--- src/rtl/mem_wb_stage_pkg.sv ---
// rtl/mem_wb_stage_pkg.sv - writeback-source and load-size codes for the MEM/WB stage
package mem_wb_stage_pkg;

  typedef enum logic [2:0] {
    WB_ALU   = 3'd0,
    WB_LOAD  = 3'd1,
    WB_PC4   = 3'd2,
    WB_IMM   = 3'd3,
    WB_AUIPC = 3'd4
  } wb_src_e;

  localparam logic [2:0] WB_SRC_MAX = 3'd4;

  typedef enum logic [1:0] {
    LS_B = 2'd0,
    LS_H = 2'd1,
    LS_W = 2'd2
  } ld_size_e;

  function automatic logic wb_src_legal(input logic [2:0] src);
    return src <= WB_SRC_MAX;
  endfunction

endpackage

--- src/rtl/mem_wb_stage_load_align.sv ---
// rtl/mem_wb_stage_load_align.sv - selects the addressed byte/half of a load word and extends it
module load_align
  import mem_wb_stage_pkg::*;
#(
  parameter int XLEN = 32
) (
  input  logic [XLEN-1:0] rdata,
  input  logic [1:0]      addr_lo,
  input  logic [1:0]      size,
  input  logic            ld_unsigned,
  output logic [XLEN-1:0] aligned
);

  logic [7:0]  byte_lane;
  logic [15:0] half_lane;

  // Half loads use only the upper offset bit; misaligned halves read the containing lane.
  assign byte_lane = rdata[8*addr_lo +: 8];
  assign half_lane = rdata[16*addr_lo[1] +: 16];

  always_comb begin
    aligned = rdata;
    case (size)
      LS_B:    aligned = {{(XLEN-8){~ld_unsigned & byte_lane[7]}}, byte_lane};
      LS_H:    aligned = {{(XLEN-16){~ld_unsigned & half_lane[15]}}, half_lane};
      default: aligned = rdata;
    endcase
  end

endmodule

--- src/rtl/mem_wb_stage.sv ---
// rtl/mem_wb_stage.sv - MEM/WB pipeline register with load alignment and retire counter
module mem_wb_stage
  import mem_wb_stage_pkg::*;
#(
  parameter int XLEN    = 32,
  parameter int RADDR_W = 5,
  parameter int CNT_W   = 32
) (
  input  logic               clk,
  input  logic               rst_n,
  input  logic               stall,
  input  logic               flush,
  input  logic               mem_valid,
  input  logic [RADDR_W-1:0] mem_rd,
  input  logic               mem_reg_write,
  input  logic [2:0]         mem_wb_src,
  input  logic [XLEN-1:0]    mem_alu,
  input  logic [XLEN-1:0]    mem_rdata,
  input  logic [1:0]         mem_addr_lo,
  input  logic [1:0]         mem_ld_size,
  input  logic               mem_ld_unsigned,
  input  logic [XLEN-1:0]    mem_pc4,
  input  logic [XLEN-1:0]    mem_imm,
  input  logic [XLEN-1:0]    mem_auipc,
  output logic               wb_valid,
  output logic [RADDR_W-1:0] wb_rd,
  output logic               wb_reg_write,
  output logic [2:0]         wb_sel,
  output logic [XLEN-1:0]    wb_alu,
  output logic [XLEN-1:0]    wb_load,
  output logic [XLEN-1:0]    wb_pc4,
  output logic [XLEN-1:0]    wb_imm,
  output logic [XLEN-1:0]    wb_auipc,
  output logic               wb_illegal,
  output logic [CNT_W-1:0]   retired_cnt
);

  logic               valid_q, valid_d;
  logic [RADDR_W-1:0] rd_q, rd_d;
  logic               reg_write_q, reg_write_d;
  logic [2:0]         sel_q, sel_d;
  logic [XLEN-1:0]    alu_q, alu_d;
  logic [XLEN-1:0]    load_q, load_d;
  logic [XLEN-1:0]    pc4_q, pc4_d;
  logic [XLEN-1:0]    imm_q, imm_d;
  logic [XLEN-1:0]    auipc_q, auipc_d;
  logic               illegal_q, illegal_d;
  logic [CNT_W-1:0]   cnt_q, cnt_d;

  logic [XLEN-1:0]    load_aligned;
  logic               src_legal;

  load_align #(.XLEN(XLEN)) u_load_align (
    .rdata       (mem_rdata),
    .addr_lo     (mem_addr_lo),
    .size        (mem_ld_size),
    .ld_unsigned (mem_ld_unsigned),
    .aligned     (load_aligned)
  );

  assign src_legal = wb_src_legal(mem_wb_src);

  always_comb begin
    valid_d     = valid_q;
    rd_d        = rd_q;
    reg_write_d = reg_write_q;
    sel_d       = sel_q;
    alu_d       = alu_q;
    load_d      = load_q;
    pc4_d       = pc4_q;
    imm_d       = imm_q;
    auipc_d     = auipc_q;
    illegal_d   = illegal_q;
    cnt_d       = cnt_q;
    // Flush only kills the control bits; data and select are left as-is.
    if (flush) begin
      valid_d     = 1'b0;
      reg_write_d = 1'b0;
      illegal_d   = 1'b0;
    end else if (!stall) begin
      valid_d     = mem_valid;
      rd_d        = mem_rd;
      reg_write_d = mem_valid & mem_reg_write & (mem_rd != '0) & src_legal;
      sel_d       = src_legal ? mem_wb_src : WB_ALU;
      alu_d       = mem_alu;
      load_d      = load_aligned;
      pc4_d       = mem_pc4;
      imm_d       = mem_imm;
      auipc_d     = mem_auipc;
      illegal_d   = mem_valid & ~src_legal;
      if (mem_valid) cnt_d = cnt_q + CNT_W'(1);
    end
  end

  always_ff @(posedge clk) begin
    if (!rst_n) begin
      valid_q     <= 1'b0;
      rd_q        <= '0;
      reg_write_q <= 1'b0;
      sel_q       <= '0;
      alu_q       <= '0;
      load_q      <= '0;
      pc4_q       <= '0;
      imm_q       <= '0;
      auipc_q     <= '0;
      illegal_q   <= 1'b0;
      cnt_q       <= '0;
    end else begin
      valid_q     <= valid_d;
      rd_q        <= rd_d;
      reg_write_q <= reg_write_d;
      sel_q       <= sel_d;
      alu_q       <= alu_d;
      load_q      <= load_d;
      pc4_q       <= pc4_d;
      imm_q       <= imm_d;
      auipc_q     <= auipc_d;
      illegal_q   <= illegal_d;
      cnt_q       <= cnt_d;
    end
  end

  assign wb_valid     = valid_q;
  assign wb_rd        = rd_q;
  assign wb_reg_write = reg_write_q;
  assign wb_sel       = sel_q;
  assign wb_alu       = alu_q;
  assign wb_load      = load_q;
  assign wb_pc4       = pc4_q;
  assign wb_imm       = imm_q;
  assign wb_auipc     = auipc_q;
  assign wb_illegal   = illegal_q;
  assign retired_cnt  = cnt_q;

endmodule

--- config.mk ---
export PLATFORM = sky130hd
export DESIGN_NAME = mem_wb_stage
export DESIGN_NICKNAME = d
export VERILOG_FILES = /design/src/rtl/mem_wb_stage_pkg.sv /design/src/rtl/mem_wb_stage_load_align.sv /design/src/rtl/mem_wb_stage.sv
export SDC_FILE = /design/constraint.sdc
export NUM_CORES = 1
export LEC_CHECK = 0
export BUFFER_PORTS_ARGS = -buffer_cell sky130_fd_sc_hd__buf_2
export CAP_MARGIN = 10
export CORE_ASPECT_RATIO = 1.5
export CORE_MARGIN = 10
export CORE_UTILIZATION = 35
export CTS_BUF_LIST = sky130_fd_sc_hd__clkbuf_16
export CTS_CLUSTER_SIZE = 20
export DETAILED_ROUTE_END_ITERATION = 7
export PLACE_DENSITY = 0.69
export RECOVER_POWER = 50
export SETUP_SLACK_MARGIN = 0.5
export SYNTH_ARGS = -nofsm -noshare
export SYNTH_HDL_FRONTEND = slang
export SYNTH_HIERARCHICAL = 1
export SYNTH_SLANG_ARGS = --single-unit
--- constraint.sdc ---
create_clock -name clk -period 5.3 [get_ports clk]
set_input_delay 0 -clock clk [delete_from_list [all_inputs] [get_ports clk]]
set_output_delay 0 -clock clk [all_outputs]
set_load 0.02 [all_outputs]
After elaboration in Yosys (flattened, before gate mapping)
Cells that the tools add are included.
{"block": "word_totals", "reg_bits": 203, "input_bits": 179}
{"block": "op_classes", "n_eq_ne": 1, "n_reduce_logical": 5, "mux": 2, "add_sub_neg": 1, "magnitude_cmp": 1, "n_bitwise": 11, "n_shift": 2}
{"operator": "32-bit one-hot mux with 2 select lines", "n": 1}
{"operator": "32-bit by 1-bit adder with 32-bit output, second input constant", "n": 1}
{"operator": "32-bit by 6-bit variable part select with 16-bit output", "n": 1}
{"operator": "32-bit by 6-bit variable part select with 8-bit output", "n": 1}
{"operator": "1-bit AND", "n": 6}
{"operator": "1-bit inverter", "n": 5}
{"operator": "5-bit nonzero test", "n": 1}
{"operator": "3-bit less-or-equal comparator, second input constant", "n": 1}
{"operator": "3-bit 2-to-1 mux", "n": 1}
{"operator": "3-bit AND reduction", "n": 1}
{"operator": "2-bit by 1-bit equality test with 1-bit output, second input constant", "n": 1}
{"operator": "2-bit zero test", "n": 1}
{"operator": "2-bit AND reduction", "n": 1}
{"operator": "2-bit OR reduction", "n": 1}

Longest topological paths before layout
{"block": "depth", "depth_word": 3, "ltp_mapped": 9, "mapped_depth_nobuf": 6}

Cells and area by module
Netlist, hierarchy kept.
{"mod": "mem_wb_stage", "cells_per_inst": 934, "instances": 1, "seq_area_each_um2": 4063.9, "area_per_inst_um2": 7434.6}
{"mod": "load_align", "cells_per_inst": 117, "instances": 1, "seq_area_each_um2": 0.0, "area_per_inst_um2": 714.4}

Least setup slack after synthesis
Ideal clock, no wire load.
{"block": "synth_timing", "path_type": "register to register", "start": "reg cnt_q[7] (netlist: retired_cnt[7])", "end": "reg cnt_q[23] (netlist: retired_cnt[23])", "path_slack_ps": 3218, "required_ps": 5230, "path_stages_with_launch": 7, "setup_ps": 70, "arrival_ps": 2011, "path_cell_list": "dfxtp_1 nand3_2 or4_4 buf_6 buf_6 or4_1 a21oi_1"}
{"block": "synth_between", "elab_chain_len": 1}
{"element": "from (decl)", "line": "mem_wb_stage.sv:48", "source": "logic [CNT_W-1:0] cnt_q, cnt_d;"}
{"element": "from (signal assigned)", "line": "mem_wb_stage.sv:119", "source": "cnt_q <= cnt_d;"}
{"element": "32-bit by 1-bit adder with 32-bit output", "line": "mem_wb_stage.sv:91", "source": "if (mem_valid) cnt_d = cnt_q + CNT_W'(1);"}
Every way passes these cells.
A chain may end at the register's enable or synchronous reset.

Worst setup path after layout
{"block": "layout_timing", "start": "reg cnt_q[4] (netlist: retired_cnt[4])", "end": "reg cnt_q[17] (netlist: retired_cnt[17])"}
The elaborated chain is that of the path after synthesis.

==> out/qor.txt <==
status: finished, final reports clean
master of the slowest instance on the critical path: or4_4
largest cells by area after synthesis: dfxtp_1 50%, nand2_1 18%, a21oi_1 13%
Hold Violations, Final: 0
Fmax: 0.447 GHz
Core Area: 23,000 um^2
most frequent cell after synthesis: nand2_1
RSZ-0062 raised after global routing: false
worst ir drop on vdd: 0.251 mV
post-synth top area cell: dfxtp_1
WL/cell: 16.7 um
Main synth FF type: dfxtp_1
Tmin final: 2.24 ns
area growth from synthesis to layout: 50.3%
CTS buffer count: 21
number of global-route vias before repair: 9,140
Nets: 1,734
top cell type's share of synthesized area: 49.9%
Yosys cell types: 44
Data required, critical path: 5.71 ns
Hold Crit Class: in2reg
Reg2Reg Setup Slack: 3.06 ns
Initial DRC Count: 390
number of synthesized register bits: 203
layout cells sized above 1: 15.3%
die height: 207 um
Setup violations, final: 0
clock-pin slew on the worst setup and hold paths: 0.06 ns
CTS tree: built
top cells by count, synth: 380 x nand2_1, 205 x a21oi_1, 203 x dfxtp_1, 64 x clkbuf_1, 14 x nor2_1
Die ar.: 29,900 um^2
Initial Utilization: 35.5%
clk_lat worst skew: 0.49 ns
Pleak: 4.68 nW
r2r worst-path depth: 4
placed cells: 1,635
# H-tree levels: 1
Worst Path Arrival: 2.65 ns
Post-synth ARST share: 0%
end of the worst hold path: wb_load[8]$_SDFFE_PN0N_
Horiz. Die Dim: 145 um
final wirelength: 31,000 um
Post-DRT Antenna Nets: 0
largest net degree at the start of global routing: 113
WP buf/inv: 0
GPL Wtd Cong: 0.847
Max clock buf depth: 3
Num Clock Sinks: 203
Yosys warnings: 6
number of flops mapped to enable cells by yosys: 0
vias per inst: 4.94
Cell Pwr Density: 289 nW/um^2
Worst-Margin Slew: 0.999 ns
final worst setup slack: 3.06 ns
Layout Cells excl Fill: 1,848
RR Endpoint: retired_cnt[17]$_SDFFE_PN0P_
initial antenna violation count: 2
syn nets: 1,231
grt total ovfl: 0
max-cap violations: 0
std cell rows: 68
hpwl dp: 20,400 um
Syn Inst Count: 1,051
critical path cell sequence: nand3_1, or4_4, or4_1, a21oi_1
peak fanout along the critical path: 26
Vias: 9,136
total power: 0.00354 W
IO Count: 382
Setup TNS Final: 0 ns
clk_skew: 0.00954 ns
Hold Path Origin: mem_ld_size[0]
first-pass GRT wire length: 47,400 um
fin. max-slew vios: 0
reg2reg start: retired_cnt[4]$_SDFFE_PN0P_
post-layout util: 53.3%
Mapped Area: 8150 um^2
CP endpoint kind: flip-flop
All-Layer GR Usage: 19.3%
post-synthesis sequential area ratio: 49.9%
hold depth: 5
DRC errors left: 0
root buffer cell: clkbuf_16
Max stage delay on crit path: 0.75 ns
CP Launch Type: flip-flop
Setup WS pre-CTS: 3.09 ns
Worst Setup SP: retired_cnt[4]$_SDFFE_PN0P_
FILL cells: 2,161
worst rel slew slack: 33.4%
Crit path max-delay family: simple AND/OR/NAND/NOR gates
drt pass-1 iters: 4
Mean Syn Cell Area: 7.75 um^2
Final Cycle Share: 42.2%
IO buf count: 381
crit path kind: reg2reg
-- through the flow --
step | hold WS, ns | cell area, um^2
after floorplan | 0.136 | 8150
after global placement | 0.239 | 10100
after detailed placement | 0.246 | 10100
after CTS | 0.0374 | 12500
after global routing | 0.0721 | 12200
final | 0.0578 | 12200
-- worst max-delay path by stage --
stage,to,slack (ns),cells after the start
floorplan,retired_cnt[23]$_SDFFE_PN0P_,3.22,6
global placement,retired_cnt[23]$_SDFFE_PN0P_,3.12,4
detailed placement,retired_cnt[22]$_SDFFE_PN0P_,3.09,4
CTS,retired_cnt[22]$_SDFFE_PN0P_,3.07,4
global route,retired_cnt[17]$_SDFFE_PN0P_,2.85,4
finish,retired_cnt[17]$_SDFFE_PN0P_,3.06,4
-- timing repair --
item / in CTS / in global routing
hold buffers: 176 / 0
resized for setup: 0 / 0
endpoints found under the setup margin: 0 / 0
endpoints found under the hold margin: 181 / 0
setup buffers: 0 / 0
-- kinds of logic after synthesis --
kind of cell	after synthesis	synth area share, %
adders and majority gates	1	0.154
AOI/OAI and AO/OA	250	16.7
xor gates and xnor gates	11	1.18
and+or+nand+nor	477	24.8
buffers and inverters	90	4.82
muxes	19	2.49
DFF	203	49.9
-- area by class of cell --
cell class | instances | area [um^2] | area share, %
Sequential cell | 203 | 4060 | 33.2
Multi-Input combinational cell | 758 | 3700 | 30.2
Timing Repair Buffer | 562 | 3450 | 28.2
Clock buffer | 21 | 526 | 4.29
Tap cell | 280 | 350 | 2.86
Clock inverter | 15 | 114 | 0.930
Inverter | 8 | 35.0 | 0.286
Antenna cell | 1 | 2.50 | 0.0204
-- state kept, by name, summed over array words and instances (netlist names) --
signal        cells
wb_reg_write      1
wb_alu           32
retired_cnt      32
wb_rd             5
wb_load          32
wb_illegal        1
wb_sel            3
wb_valid          1
wb_auipc         32
wb_imm           32
wb_pc4           32
-- power breakdown --
group,switching (W),total (W),internal [W]
combinational,0.000301,0.000520,0.000219
sequential,0.0000301,0.00162,0.00159
clock,0.000593,0.00141,0.000812
total,0.000924,0.00354,0.00262
-- cell usage in the layout, fill, tap and decap left out, types with 3 or more instances in the layout --
master and n:
mux2i_1 9, nand2b_1 9, nor2_1 13, mux2_2 10, clkbuf_16 21, or4_1 10
a21oi_2 10, buf_4 5, clkbuf_1 202, a21oi_1 205, a22oi_1 9, nand4_1 5
nor2b_1 11, nand3_1 9, dlygate4sd3_1 176, o21ai_0 9, dfxtp_1 203, nand3b_1 3
nor4_1 13, clkinv_2 4, o31ai_1 9, and4_1 3, nor3_1 5, xnor2_1 8
xor2_1 3, inv_1 14, nand2_1 380, buf_2 179
-- tightest hold or removal path, cell delays in order --
cell	delay (ns)
buf_2	0.19
a21oi_1	0.15
a21oi_1	0.07
nand2_1	0.05
a21oi_1	0.05
-- metal layers --
metal	wire, um	up-vias	share of wire, %	global-route usage, %
met2	15800	375	51	34.8
met4	1480	2	4.8	9.41
met3	2790	104	9.0	6.25
met1	10800	4162	35	19.5
li1	-	4493	-	-
met5	13	-	0.042	0
Power figures use the tool's default switching activity.
